===== config.mk =====
export PLATFORM = sky130hd
export DESIGN_NAME = adc_scan_hyst_flat
export DESIGN_NICKNAME = d
export VERILOG_FILES = /design/src/rtl/adc_scan_hyst_pkg.sv /design/src/rtl/adc_scan_hyst_if.sv /design/src/rtl/adc_scan_hyst_cell.sv /design/src/rtl/adc_scan_hyst.sv /design/src/flat_wrapper.sv
export SDC_FILE = /design/constraint.sdc
export NUM_CORES = 1
export LEC_CHECK = 0
export BUFFER_PORTS_ARGS = -buffer_cell sky130_fd_sc_hd__buf_2
export CAP_MARGIN = 10
export CORE_MARGIN = 1.5
export CORE_UTILIZATION = 49
export CTS_CLUSTER_DIAMETER = 60
export DETAILED_ROUTE_END_ITERATION = 8
export GPL_TIMING_DRIVEN = 0
export PLACE_DENSITY = 0.76
export SLEW_MARGIN = 20
export SYNTH_ARGS = -nofsm -noshare
export SYNTH_HDL_FRONTEND = slang
export SYNTH_SLANG_ARGS = --single-unit

===== constraint.sdc =====
create_clock -name clk -period 3.47 [get_ports clk]
set_clock_uncertainty 0.15 [all_clocks]
set_input_delay 0.1735 -clock clk [delete_from_list [all_inputs] [get_ports clk]]
set_output_delay 0.1735 -clock clk [all_outputs]
set_load 0.005 [all_outputs]

===== src/rtl/adc_scan_hyst_pkg.sv =====
// rtl/adc_scan_hyst_pkg.sv - shared state type and default widths for the ADC scan sequencer
package adc_scan_pkg;

    typedef enum logic [1:0] {IDLE, REQ, ACK, PAUSE} scan_state_t;

    localparam int ADC_DATA_W = 12;
    localparam int ADC_ADDR_W = 3;

endpackage


===== src/rtl/adc_scan_hyst_if.sv =====
// rtl/adc_scan_hyst_if.sv - conversion request/result handshake between scan sequencer and capture engine
interface adc_scan_hyst_if
    import adc_scan_pkg::*;
#(
    parameter int DATA_W = ADC_DATA_W,
    parameter int ADDR_W = ADC_ADDR_W
) ();

    logic              ctl_valid;
    logic [ADDR_W-1:0] address;
    logic              adc_ack;
    logic              adc_ready;
    logic [DATA_W-1:0] adc_data;

    modport master (
        output ctl_valid,
        output address,
        output adc_ack,
        input  adc_ready,
        input  adc_data
    );

    modport slave (
        input  ctl_valid,
        input  address,
        input  adc_ack,
        output adc_ready,
        output adc_data
    );

endinterface


===== src/rtl/adc_scan_hyst_cell.sv =====
// rtl/adc_scan_hyst_cell.sv - per-channel sample store and hysteresis flag
// ADC_SCAN_AVG_EN inserts a 1/4-weight IIR filter ahead of storage and compare.
module adc_hyst_cell
    import adc_scan_pkg::*;
#(
    parameter int DATA_W = ADC_DATA_W,
    parameter int HIGH   = 3000,
    parameter int LOW    = 1000
) (
    input  logic              clk,
    input  logic              rst,
    input  logic              upd,
    input  logic [DATA_W-1:0] sample,
    output logic [DATA_W-1:0] value,
    output logic              flag
);

    localparam logic [DATA_W-1:0] HIGH_V = DATA_W'(HIGH);
    localparam logic [DATA_W-1:0] LOW_V  = DATA_W'(LOW);

    logic [DATA_W-1:0] v_next;

`ifdef ADC_SCAN_AVG_EN
    logic                     loaded;
    logic signed [DATA_W:0]   diff;
    logic signed [DATA_W:0]   step;

    // The filtered value always lies between old avg and sample, so DATA_W-bit wrap-around add is exact.
    assign diff   = $signed({1'b0, sample}) - $signed({1'b0, value});
    assign step   = diff >>> 2;
    assign v_next = loaded ? value + DATA_W'(step) : sample;

    always_ff @(posedge clk) begin
        if (rst) begin
            loaded <= 1'b0;
        end else if (upd) begin
            loaded <= 1'b1;
        end
    end
`else
    assign v_next = sample;
`endif

    always_ff @(posedge clk) begin
        if (rst) begin
            value <= '0;
            flag  <= 1'b0;
        end else if (upd) begin
            value <= v_next;
            if (v_next >= HIGH_V) begin
                flag <= 1'b1;
            end else if (v_next <= LOW_V) begin
                flag <= 1'b0;
            end
        end
    end

endmodule


===== src/rtl/adc_scan_hyst.sv =====
// rtl/adc_scan_hyst.sv - round-robin ADC channel scanner with per-channel hysteresis flags
// Optional ADC_SCAN_AVG_EN enables the per-channel IIR filter inside adc_hyst_cell.
module adc_scan_hyst
    import adc_scan_pkg::*;
#(
    parameter int N_CH        = 4,
    parameter int DATA_W      = ADC_DATA_W,
    parameter int ADDR_W      = ADC_ADDR_W,
    parameter int HIGH        = 3000,
    parameter int LOW         = 1000,
    parameter int PAUSE_CYC   = 30,
    parameter int TIMEOUT_CYC = 4096
) (
    input  logic                     clk,
    input  logic                     rst,
    input  logic                     en,
    input  logic [N_CH-1:0]          ch_mask,
    input  logic                     err_clr,
    adc_scan_hyst_if.master          adc,
    output logic [N_CH*DATA_W-1:0]   ch_data,
    output logic [N_CH-1:0]          ch_flag,
    output logic                     sample_valid,
    output logic [ADDR_W-1:0]        sample_ch,
    output logic                     scan_done,
    output logic                     timeout_err
);

    localparam int CNT_MAX = (TIMEOUT_CYC > PAUSE_CYC) ? TIMEOUT_CYC : PAUSE_CYC;
    localparam int CNT_W   = $clog2(CNT_MAX + 1);
    localparam logic [CNT_W-1:0] TO_LAST    = CNT_W'(TIMEOUT_CYC - 1);
    localparam logic [CNT_W-1:0] PAUSE_LAST = CNT_W'(PAUSE_CYC - 1);

    if (N_CH < 1 || N_CH > 8 || N_CH > 2**ADDR_W) begin : g_bad_nch
        $error("adc_scan_hyst: N_CH must be 1..8 and fit in ADDR_W");
    end
    if (LOW >= HIGH) begin : g_bad_thresh
        $error("adc_scan_hyst: LOW must be below HIGH");
    end
    if (PAUSE_CYC < 1) begin : g_bad_pause
        $error("adc_scan_hyst: PAUSE_CYC must be at least 1");
    end

    scan_state_t       state, state_next;
    logic [ADDR_W-1:0] ptr;
    logic [N_CH-1:0]   scan_mask;
    logic [CNT_W-1:0]  cnt;
    logic [DATA_W-1:0] sample_reg;
    logic [ADDR_W-1:0] sel_ch;
    logic [ADDR_W-1:0] last_ch;
    int                best_d;
    logic              go;
    logic              select;
    logic              timed_out;
    logic              upd;

    assign go        = en && (|ch_mask);
    assign select    = (state_next == REQ) && (state != REQ);
    assign timed_out = (state == REQ) && !adc.adc_ready && (cnt == TO_LAST);
    assign upd       = (state == ACK) && !adc.adc_ready;

    // Pick the enabled channel at the smallest forward distance after the pointer.
    always_comb begin
        sel_ch = '0;
        best_d = N_CH;
        for (int i = 0; i < N_CH; i++) begin
            if (ch_mask[i] && (((i + N_CH - 1 - int'(ptr)) % N_CH) < best_d)) begin
                best_d = (i + N_CH - 1 - int'(ptr)) % N_CH;
                sel_ch = ADDR_W'(i);
            end
        end
    end

    // Scan completion is judged against the mask captured when this channel was selected.
    always_comb begin
        last_ch = '0;
        for (int i = 0; i < N_CH; i++) begin
            if (scan_mask[i]) begin
                last_ch = ADDR_W'(i);
            end
        end
    end

    always_ff @(posedge clk) begin
        if (rst) begin
            state <= IDLE;
        end else begin
            state <= state_next;
        end
    end

    always_comb begin
        state_next = state;
        case (state)
            IDLE: begin
                if (go) state_next = REQ;
            end
            REQ: begin
                if (adc.adc_ready)   state_next = ACK;
                else if (timed_out)  state_next = PAUSE;
            end
            ACK: begin
                if (!adc.adc_ready)  state_next = PAUSE;
            end
            PAUSE: begin
                if (cnt == PAUSE_LAST) state_next = go ? REQ : IDLE;
            end
            default: state_next = IDLE;
        endcase
    end

    always_comb begin
        adc.ctl_valid = (state == REQ);
        adc.address   = (state == REQ) ? ptr : '0;
        adc.adc_ack   = (state == ACK);
    end

    always_ff @(posedge clk) begin
        if (rst) begin
            ptr          <= ADDR_W'(N_CH - 1);
            scan_mask    <= '0;
            cnt          <= '0;
            sample_reg   <= '0;
            sample_valid <= 1'b0;
            sample_ch    <= '0;
            scan_done    <= 1'b0;
            timeout_err  <= 1'b0;
        end else begin
            if (select) begin
                ptr       <= sel_ch;
                scan_mask <= ch_mask;
            end
            if (state_next != state) begin
                cnt <= '0;
            end else if (state == REQ || state == PAUSE) begin
                cnt <= cnt + 1'b1;
            end
            if (state == REQ && adc.adc_ready) begin
                sample_reg <= adc.adc_data;
            end
            sample_valid <= upd;
            scan_done    <= upd && (ptr == last_ch);
            if (upd) begin
                sample_ch <= ptr;
            end
            if (timed_out) begin
                timeout_err <= 1'b1;
            end else if (err_clr) begin
                timeout_err <= 1'b0;
            end
        end
    end

    for (genvar i = 0; i < N_CH; i++) begin : g_cell
        adc_hyst_cell #(
            .DATA_W (DATA_W),
            .HIGH   (HIGH),
            .LOW    (LOW)
        ) u_cell (
            .clk    (clk),
            .rst    (rst),
            .upd    (upd && (ptr == ADDR_W'(i))),
            .sample (sample_reg),
            .value  (ch_data[i*DATA_W +: DATA_W]),
            .flag   (ch_flag[i])
        );
    end

endmodule

===== src/flat_wrapper.sv =====
// flat-port wrapper written by rule: the top's interface ports become plain ports
module adc_scan_hyst_flat import adc_scan_pkg::*;
#(
    parameter int N_CH        = 4,
    parameter int DATA_W      = ADC_DATA_W,
    parameter int ADDR_W      = ADC_ADDR_W,
    parameter int HIGH        = 3000,
    parameter int LOW         = 1000,
    parameter int PAUSE_CYC   = 30,
    parameter int TIMEOUT_CYC = 4096
)
  (clk, rst, en, ch_mask, err_clr, ch_data, ch_flag, sample_valid, sample_ch, scan_done, timeout_err, adc_ctl_valid, adc_address, adc_adc_ack, adc_adc_ready, adc_adc_data);
  adc_scan_hyst_if #(.DATA_W(DATA_W), .ADDR_W(ADDR_W)) adc_i ();
  input  logic clk;
  input  logic rst;
  input  logic en;
  input  logic [N_CH-1:0] ch_mask;
  input  logic err_clr;
  output logic [N_CH*DATA_W-1:0] ch_data;
  output logic [N_CH-1:0] ch_flag;
  output logic sample_valid;
  output logic [ADDR_W-1:0] sample_ch;
  output logic scan_done;
  output logic timeout_err;
  output wire logic [$bits(adc_i.ctl_valid)-1:0] adc_ctl_valid;
  output wire logic [$bits(adc_i.address)-1:0] adc_address;
  output wire logic [$bits(adc_i.adc_ack)-1:0] adc_adc_ack;
  input wire logic [$bits(adc_i.adc_ready)-1:0] adc_adc_ready;
  input wire logic [$bits(adc_i.adc_data)-1:0] adc_adc_data;
  assign adc_ctl_valid = adc_i.ctl_valid;
  assign adc_address = adc_i.address;
  assign adc_adc_ack = adc_i.adc_ack;
  assign adc_i.adc_ready = adc_adc_ready;
  assign adc_i.adc_data = adc_adc_data;
  adc_scan_hyst #(.N_CH(N_CH), .DATA_W(DATA_W), .ADDR_W(ADDR_W), .HIGH(HIGH), .LOW(LOW), .PAUSE_CYC(PAUSE_CYC), .TIMEOUT_CYC(TIMEOUT_CYC)) u_core (.clk(clk), .rst(rst), .en(en), .ch_mask(ch_mask), .err_clr(err_clr), .adc(adc_i), .ch_data(ch_data), .ch_flag(ch_flag), .sample_valid(sample_valid), .sample_ch(sample_ch), .scan_done(scan_done), .timeout_err(timeout_err));
endmodule

==> impl_metrics.ini, run 1 <==
[clock_tree]
cts.clk_slew.worst_paths_ns = 0.08
cts_tree = built
clockBufferDepth = 2
htreeDepth = 3
cts_made_buffers = 9
cts_root_buf = clkbuf_8
clkLatencyLatePin_ns = 0.36
clock_sinks = 89

[critical_path]
critPathLaunchType = register
cp_slowest_stage_delay_ns = 0.36
rrSetupSlack_ns = 0.12
path_max_fanout = 5
r2r_start = u_core.ptr[1]
worstSetupPathType = reg -> reg
cpMaxStageDelayCell = dfxtp_4
reg2reg_depth = 15
crit_start = u_core.ptr[1]
critPathBufInv = 1
r2r_end = u_core.ptr[0]
crit_path_end_kind = register
path_delay_family = compound AO/OA/AOI/OAI gates
cp.required_ns = 3.60
cp_cell_sequence = inv_4, ha_4, ha_4, a21oi_2, o21ai_2, mux2_4, ha_4, o22ai_1, a22oi_2, mux2_4, ha_4, a21oi_2, o21ai_1, a31o_2, a41oi_2
crit_top_cell = ha_4
cp_data_arrival_time_ns = 3.48

[place]
gp_congestion = 0.789
dp_cells = 637
dp_hpwl_um = 6860
port_buffers = 80

[global_routing]
grt_max_degree = 16
grt_pass1_vias = 3331
globalRouteOverflowTotal = 0
grt_usage = 0.238
antenna_found_initial = 0
grt_pass1_wl_um = 15800

[finish]
fin_cells = 674
final_nets = 597
largest_reg_flops = 48
antenna_cells = 0
fillers = 673
syn_to_final_growth_pct = 27.1
drive_above_1_share = 0.271

[timing]
tightest_slew_ns = 0.558
setup_viol = 0
period_needed_ns = 3.35
maxSlewViolCount = 0
fmax_mhz = 299
max-slew-margin-rel = 0.627
grt_setup_unrepaired = true
finalHoldViolCount = 0
whs_ns = 0.0211
fin_crit_sh = 0.965

[synthesis]
async_flop_share = 0
yosysUniqueCellTypes = 58
yosys_register_bits = 89
synth_flop_cell = dfxtp_1
yosysWarnings = 0
synth_top_family_by_area = simple AND/OR/NAND/NOR gates
synth.cell_area_sq_um = 3860
synth-compound-area-share = 0.167
synth_simple_gate_area_frac = 0.252
synth-xor-area-share = 0.0227
synth.avg_cell_area_sq_um = 8.50
synth.area.mux_share = 0.0136
ys_seq_area_frac = 0.461
synth_edf_count = 0
synth_cells = 454
yosys.area_share.adder = 0.0292

[power_and_ir_drop]
p_leak_nw = 1.95
vdd_drop_max_mv = 0.239
powerDensity_nw_per_um2 = 439

[route]
wl_per_cell_um = 14.5
vias = 3555
drc_errors = 0
vias_per_cell = 5.27
wl_um = 9780
dr.first_iter.drc_count = 167
dr.pass1.iters = 4
ant_nets = 0

[die]
rows = 32
pin_count = 84
core_region_area_sq_um = 7690
die_h_um = 91.8
start_util = 0.502
die_x_um = 91.8
dieArea_sq_um = 8420

[worst_hold_path]
hold-path-endpoint = u_core.scan_mask[1]
hp-start = ch_mask[1]
hp-class = in -> reg
hold_depth = 3

[status]
status = completed

[run]
drv_cap = 0
[cell usage after synthesis, types with 4 or more instances]
library cell  count  share of area
a32o_1            5          0.013
nand4_1           4         0.0065
xor2_1            6          0.014
dfxtp_1          89           0.46
nor3_2            7          0.018
ha_1              9          0.029
a21oi_1          69          0.089
clkbuf_1         14          0.014
nand2_1         129           0.13
inv_1             8         0.0078
buf_4            10          0.019
nor2_1           11          0.011
o21ai_0           7         0.0091
and2_1            6         0.0097
buf_2             5         0.0065
xnor2_1           4         0.0091
nand3_1          10          0.013
nor3_1            6         0.0078
[through the flow]
stage / setup TNS (ns) / utilization / total power, W / cell area (sq um) / setup slack (ns)
2_1_floorplan: 0 / - / 0.00127 / 3900 / 0.00322
3_3_place_gp: -0.389 / 0.576 / 0.00134 / 4430 / -0.196
3_5_place_dp: -0.544 / 0.576 / 0.00135 / 4430 / -0.278
4_1_cts: 0 / 0.635 / 0.00214 / 4880 / 0.00978
5_1_grt: -0.00494 / 0.638 / 0.00224 / 4910 / -0.00494
6_report: 0 / 0.638 / 0.00215 / 4910 / 0.121
[layer usage]
layer	up-vias	track usage	wire, um
met4	0	0.0910	145
met1	1669	0.301	4450
met2	98	0.409	4680
met3	13	0.0348	501
met5	-	0	0
li1	1775	-	-
[report_power, final]
group	leakage, nW	switching (W)	total [W]	internal (W)
clock	0.106	0.000369	0.000745	0.000376
combinational	1.13	0.000175	0.000338	0.000163
sequential	0.719	0.0000302	0.00107	0.00104
[final cells by class]
type | count | area (sq um) | area share
repair buffers | 101 | 601 | 0.122
clock buffers | 11 | 151 | 0.0309
plain buffers | 31 | 175 | 0.0357
clock inverters | 5 | 61.3 | 0.0125
multi-input cells | 327 | 1970 | 0.401
flip-flops and latches | 89 | 1790 | 0.365
well taps | 102 | 128 | 0.0260
inverters | 8 | 35.0 | 0.00714
[what timing repair did]
| item | 4_1_cts | 5_1_grt |
|---|---|---|
| hold endpoints to repair | 16 | 0 |
| setup buffers | 3 | 1 |
| cloned | 0 | 0 |
| hold buffers | 17 | 0 |
| setup endpoints to repair | 2 | 2 |
| gates resized for setup | 7 | 4 |
| pin swaps | 3 | 1 |
[cells by family after synthesis]
logic type | count (synthesis)
xor gates and xnor gates | 10
DFF | 89
adders and majority gates | 9
AOI/OAI and AO/OA | 102
buffers and inverters | 39
other | 1
muxes | 5
and+or+nand+nor | 199
[worst max path at each step]
stage / to / slack, ns / cells past startpoint
2_1_floorplan: u_core.ptr[1] / 0.003 / 15
3_3_place_gp: u_core.ptr[1] / -0.20 / 15
3_5_place_dp: u_core.ptr[1] / -0.28 / 15
4_1_cts: u_core.ptr[1] / 0.01 / 15
5_1_grt: u_core.ptr[0] / -0.005 / 15
6_report: u_core.ptr[0] / 0.12 / 15
[worst reg2reg max path: cells and delay by family (launching register included)]
kind            cells  cell delay, ns
flops               1            0.36
mux                 2            0.68
compound gates      8            1.03
fa+ha+maj           4            1.00
buf+inv             1            0.05
[layout by cell type, fill, tap and decap left out, types with 7 or more instances in the layout]
cell,Yosys,final
dfxtp_1,89,87
clkbuf_8,0,11
buf_4,10,14
dlygate4sd3_1,0,17
a21oi_1,69,67
nor2_1,11,11
nand2_1,129,129
nand3_1,10,10
nor3_2,7,7
buf_2,5,85
clkbuf_1,14,14
Power figures use the tool's default switching activity.
==> run 2, diff against run 1 <==
--- a/config.mk
+++ b/config.mk
@@ -5,14 +5,15 @@
 export SDC_FILE = /design/constraint.sdc
 export NUM_CORES = 1
 export LEC_CHECK = 0
+export ABC_AREA = 1
 export BUFFER_PORTS_ARGS = -buffer_cell sky130_fd_sc_hd__buf_2
 export CAP_MARGIN = 10
 export CORE_MARGIN = 1.5
-export CORE_UTILIZATION = 49
+export CORE_UTILIZATION = 48
 export CTS_CLUSTER_DIAMETER = 60
 export DETAILED_ROUTE_END_ITERATION = 8
 export GPL_TIMING_DRIVEN = 0
-export PLACE_DENSITY = 0.76
+export PLACE_DENSITY = 0.75
 export SLEW_MARGIN = 20
 export SYNTH_ARGS = -nofsm -noshare
 export SYNTH_HDL_FRONTEND = slang
==> run 2 against run 1 <==
Effect of this change:
- maximum frequency rose by 4.0%
- worst hold slack improved by 0.041 ns
- critical path depth rose by 6
- cell count rose by 2.2%
- largest cell class is now registers
- critical path type unchanged
==> impl_metrics.ini, run 2 <==
[status]
status = completed

[run]
drv_cap = 0

[synthesis]
synth.area.top_cells = dfxtp_1, o21ai_0, nor2_1
synth_most_common_cell = nor2_1
yosysWarnings = 0
synth.largest_area_cell = dfxtp_1
synth_commonest_cells = nor2_1, dfxtp_1, o21ai_0
synth.cell_area_sq_um = 3700
async_flop_share = 0
synth_flop_cell = dfxtp_1
yosys_register_bits = 89
synth_edf_count = 0
ys_seq_area_frac = 0.481
synth_cells = 474
synth.avg_cell_area_sq_um = 7.81
yosysUniqueCellTypes = 34
synth_top_area_share = 0.481

[timing]
finalHoldViolCount = 0
fin_crit_sh = 0.928
period_needed_ns = 3.22
maxSlewViolCount = 0
fmax_mhz = 311
setup_viol = 0

[die]
die_h_um = 90.8
start_util = 0.502
dieArea_sq_um = 8250
pin_count = 84
die_x_um = 90.8
rows = 31
core_region_area_sq_um = 7370

[place]
port_buffers = 80
dp_hpwl_um = 6660
gp_congestion = 0.835

[global_routing]
grt_busiest_layer = met2
grt_max_degree = 17
met1_usage = 0.301
grt_usage = 0.236
globalRouteOverflowTotal = 0
grt_pass1_vias = 3282
grt_use_met2 = 0.397
antenna_found_initial = 0
grt_pass1_wl_um = 15500
use_met3 = 0.0412

[critical_path]
crit_top_cell = nand2_1
worstSetupPathType = reg -> reg
path_max_fanout = 7
critPathBufInv = 2
cpMaxStageDelayCell = dfxtp_4
cp_slowest_stage_delay_ns = 0.41
path_delay_family = adder cells
critPathLaunchType = register
cp_cell_sequence = clkinvlp_4, ha_4, ha_1, nand3_2, nand3_2, nand2_1, o21ai_2, ha_1, inv_1, nor2_1, nand2_1, nand3_2, nand2_1, o21ai_0, ha_1, a21boi_0, nand2_1, nand3_1, nand2_1, nand2_1, nand2_1
crit_path_end_kind = register
cp.required_ns = 3.57
cp_data_arrival_time_ns = 3.32

[power_and_ir_drop]
p_int_w = 0.00148
p_leak_nw = 2.09
powerDensity_nw_per_um2 = 457
p_total_w = 0.00212
p_seq_frac = 0.521
vdd_drop_max_mv = 0.216
switching_share = 0.303
pwr-share-clk = 0.312
p_comb_frac = 0.168
switchingPower_w = 0.000641

[route]
vias = 3560
wl_per_cell_um = 13.6
dr.first_iter.drc_count = 177
drc_errors = 0
vias_per_cell = 5.17
wl_um = 9380
dr.pass1.iters = 4
ant_nets = 0

[finish]
mostFrequentLayoutCells = nor2_1, dfxtp_1, buf_2
fillers = 701
seqCellArea_sq_um = 1790
drive_above_1_share = 0.232
syn_to_final_growth_pct = 25.3
multiInputGateArea_sq_um = 1680
utilization = 0.629
antenna_cells = 0
final_common_cell = nor2_1
largest_reg_flops = 48
final_nets = 615

[clock_tree]
cts_root_buf = clkbuf_8
cts_tree = built
htreeDepth = 3
cts.clk_slew.worst_paths_ns = 0.10
clkLatencyLatePin_ns = 0.36
clockBufferDepth = 2
cts_made_buffers = 9
clock_sinks = 89

[worst_hold_path]
hp-class = in -> reg
==> run 2: path summary, 6_finish.rpt <==
check | startpoint | to | slack (ns) | cells past startpoint
min | rst | u_core.state[0] | 0.06 | 2
max | u_core.ptr[0] | u_core.ptr[1] | 0.25 | 21
max reg2reg | u_core.ptr[0] | u_core.ptr[1] | 0.25 | 21
min reg2reg | u_core.g_cell[3].u_cell.flag | u_core.g_cell[3].u_cell.flag | 0.33 | 2
==> run 2: area by class of cell <==
type	count	area share
repair buffers	99	0.127
inverters	40	0.0332
well taps	99	0.0267
clock buffers	10	0.0275
clock inverters	6	0.0111
flip-flops and latches	89	0.385
multi-input cells	324	0.362
plain buffers	22	0.0275
==> run 2: cell families (layout without fill, tap and decap cells) <==
group	count (synthesis)	after routing	synth area share
AO/OA/AOI/OAI	123	123	0.172
XOR/XNOR	13	13	0.0308
AND/OR/NAND/NOR	177	177	0.210
flip-flops	89	89	0.481
other	1	2	0.00101
adder cells (fa/ha/maj)	9	9	0.0304
buffers and inverters	62	177	0.0751
==> run 2: repair_timing <==
action / CTS / global route
setup buffers: 0 / 1
hold buffers: 18 / 0
setup endpoints to repair: 2 / 2
gates cloned: 0 / 0
resized for setup: 3 / 8
hold endpoints to repair: 17 / 0
==> run 2: through the flow <==
stage	instances	hold slack (ns)	setup slack (ns)	cell area, sq um	setup TNS, ns
2_1_floorplan	475	0.158	0.326	3700	0
5_1_grt	689	0.123	-0.0473	4640	-0.0713
3_5_place_dp	654	0.261	-0.0967	4230	-0.184
3_3_place_gp	654	0.265	-0.00564	4230	-0.00794
6_report	689	0.0624	0.250	4640	0
4_1_cts	688	0.0578	0.0593	4590	0
==> run 2: power by group through the flow <==
stage | Combinational [W] | Clock, W | Sequential (W)
3_5_place_dp | 0.000311 | 0 | 0.00112
6_report | 0.000355 | 0.000660 | 0.00110
5_1_grt | 0.000408 | 0.000719 | 0.00111
2_1_floorplan | 0.000223 | 0 | 0.00111
4_1_cts | 0.000329 | 0.000669 | 0.00110
3_3_place_gp | 0.000300 | 0 | 0.00112
==> run 2: routing by layer <==
layer | vias to the layer above | share of wire
met5 | - | 0
met3 | 20 | 0.056
met1 | 1653 | 0.45
met4 | 0 | 0.024
met2 | 118 | 0.47
li1 | 1769 | -
==> run 3, diff against run 2 <==
--- a/config.mk
+++ b/config.mk
@@ -13,6 +13,7 @@
 export CTS_CLUSTER_DIAMETER = 60
 export DETAILED_ROUTE_END_ITERATION = 8
 export GPL_TIMING_DRIVEN = 0
+export MAX_ROUTING_LAYER = met4
 export PLACE_DENSITY = 0.75
 export SLEW_MARGIN = 20
 export SYNTH_ARGS = -nofsm -noshare
==> run 3 against run 2 <==
Effect of this change:
- global-route usage rose by 0.66 points
- setup slack improved by 0.0047 ns
- maximum frequency rose by 0.15%
- sequential power barely moved
- critical path type unchanged
- highest routed layer unchanged
==> impl_metrics.ini, run 3 (same netlist as run 2, synthesis figures left out) <==
[route]
wl_um = 9410
vias_per_cell = 5.17
drc_errors = 0
dr.pass1.iters = 4
vias = 3563
wl_per_cell_um = 13.7
dr.first_iter.drc_count = 195
ant_nets = 0

[power_and_ir_drop]
p_seq_frac = 0.519
switchingPower_w = 0.000645
vdd_drop_max_mv = 0.216
pwr-share-clk = 0.313
p_comb_frac = 0.167
p_leak_nw = 2.09
switching_share = 0.304
p_int_w = 0.00148
powerDensity_nw_per_um2 = 458

[finish]
final_nets = 615
largest_reg_flops = 48
mostFrequentLayoutCells = nor2_1, dfxtp_1, buf_2
antenna_cells = 0
seqCellArea_sq_um = 1790
stdcell_area_sq_um = 4640
multiInputGateArea_sq_um = 1680
syn_to_final_growth_pct = 25.3
final_common_cell = nor2_1
drive_above_1_share = 0.232
fillers = 701
utilization = 0.629
fin_cells = 689

[timing]
fin_tns_setup_ns = 0
fmax_mhz = 311
period_needed_ns = 3.22
maxSlewViolCount = 0
setup_viol = 0
worst_slack_ns = 0.255
fin_crit_sh = 0.927
finalHoldViolCount = 0

[clock_tree]
htreeDepth = 3
clock_sinks = 89
clockBufferDepth = 2
cts.clk_slew.worst_paths_ns = 0.10
cts_made_buffers = 9
clkLatencyLatePin_ns = 0.37
cts_root_buf = clkbuf_8
cts_tree = built

[place]
dp_hpwl_um = 6660
gp_congestion = 0.848
dp_cells = 654
place_ws_ns = -0.0967
post_dp_cell_area_sq_um = 4230
port_buffers = 80

[critical_path]
r2r_end = u_core.ptr[1]
path_max_fanout = 7
worstSetupPathType = reg -> reg
r2r_start = u_core.ptr[0]
cp_cell_sequence = clkinvlp_4, ha_4, ha_1, nand3_2, nand3_2, nand2_1, o21ai_2, ha_1, inv_1, nor2_1, nand2_1, nand3_2, nand2_1, o21ai_0, ha_1, a21boi_0, nand2_1, nand3_1, nand2_1, nand2_1, nand2_1
cp_slowest_stage_delay_ns = 0.41
crit_path_end_kind = register
reg2reg_depth = 21
crit_top_cell = nand2_1
critPathLaunchType = register
path_delay_family = adder cells
critPathBufInv = 2
cpMaxStageDelayCell = dfxtp_4
cp.required_ns = 3.58
rrSetupSlack_ns = 0.25
cp_data_arrival_time_ns = 3.32

[global_routing]
grt_max_degree = 17
globalRouteOverflowTotal = 0
grt_usage = 0.242
grt_pass1_wl_um = 15500
antenna_found_initial = 0
grt_pass1_vias = 3285

[status]
status = completed

[die]
dieArea_sq_um = 8250
start_util = 0.502
rows = 31
pin_count = 84
die_h_um = 90.8
die_x_um = 90.8
core_region_area_sq_um = 7370

[worst_hold_path]
hp-class = in -> reg
hold_depth = 2
hp-start = rst
hold-path-endpoint = u_core.state[0]

[run]
drv_cap = 0
run 3: worst max path at each step:
| stage | start | end | slack [ns] | depth (start not counted) |
|---|---|---|---|---|
| 6_report | u_core.ptr[0] | u_core.ptr[1] | 0.25 | 21 |
| 5_1_grt | u_core.ptr[0] | u_core.ptr[0] | -0.05 | 21 |
| 4_1_cts | u_core.ptr[1] | u_core.ptr[1] | 0.06 | 20 |
| 3_5_place_dp | u_core.ptr[0] | u_core.ptr[1] | -0.1 | 20 |
| 3_3_place_gp | u_core.ptr[0] | u_core.ptr[0] | -0.006 | 20 |
| 2_1_floorplan | u_core.ptr[0] | u_core.ptr[1] | 0.33 | 20 |
run 3: cell type report:
type / instances / area share
sequential: 89 / 0.385
multi-input combinational: 324 / 0.362
timing repair buffer: 99 / 0.127
inverter: 40 / 0.0332
clock buffer: 10 / 0.0275
buffer: 22 / 0.0275
tap: 99 / 0.0267
clock inverter: 6 / 0.0111
run 3: power by group through the flow:
| stage | registers (W) | logic [W] | clock network, W |
|---|---|---|---|
| floorplan | 0.00111 | 0.000223 | 0 |
| global placement | 0.00112 | 0.000300 | 0 |
| detailed placement | 0.00112 | 0.000311 | 0 |
| CTS | 0.00110 | 0.000329 | 0.000669 |
| global route | 0.00111 | 0.000408 | 0.000718 |
| finish | 0.00110 | 0.000355 | 0.000665 |
run 3: routing by layer:
layer,track usage,wire (um),up-vias
li1,-,-,1766
met1,0.301,4190,1639
met2,0.398,4430,131
met3,0.0337,549,27
met4,0.0951,242,0
met5,-,0,-
run 3: stage by stage:
step / hold WS, ns / power [W]
after floorplan: 0.158 / 0.00133
after global placement: 0.265 / 0.00142
after detailed placement: 0.261 / 0.00143
after CTS: 0.0578 / 0.00210
after global routing: 0.127 / 0.00223
final: 0.0643 / 0.00212
run 3: repair_timing:
action / CTS / global route
setup buffers: 0 / 1
hold endpoints to repair: 17 / 0
hold buffers: 18 / 0
setup endpoints to repair: 2 / 2
resized for setup: 3 / 8
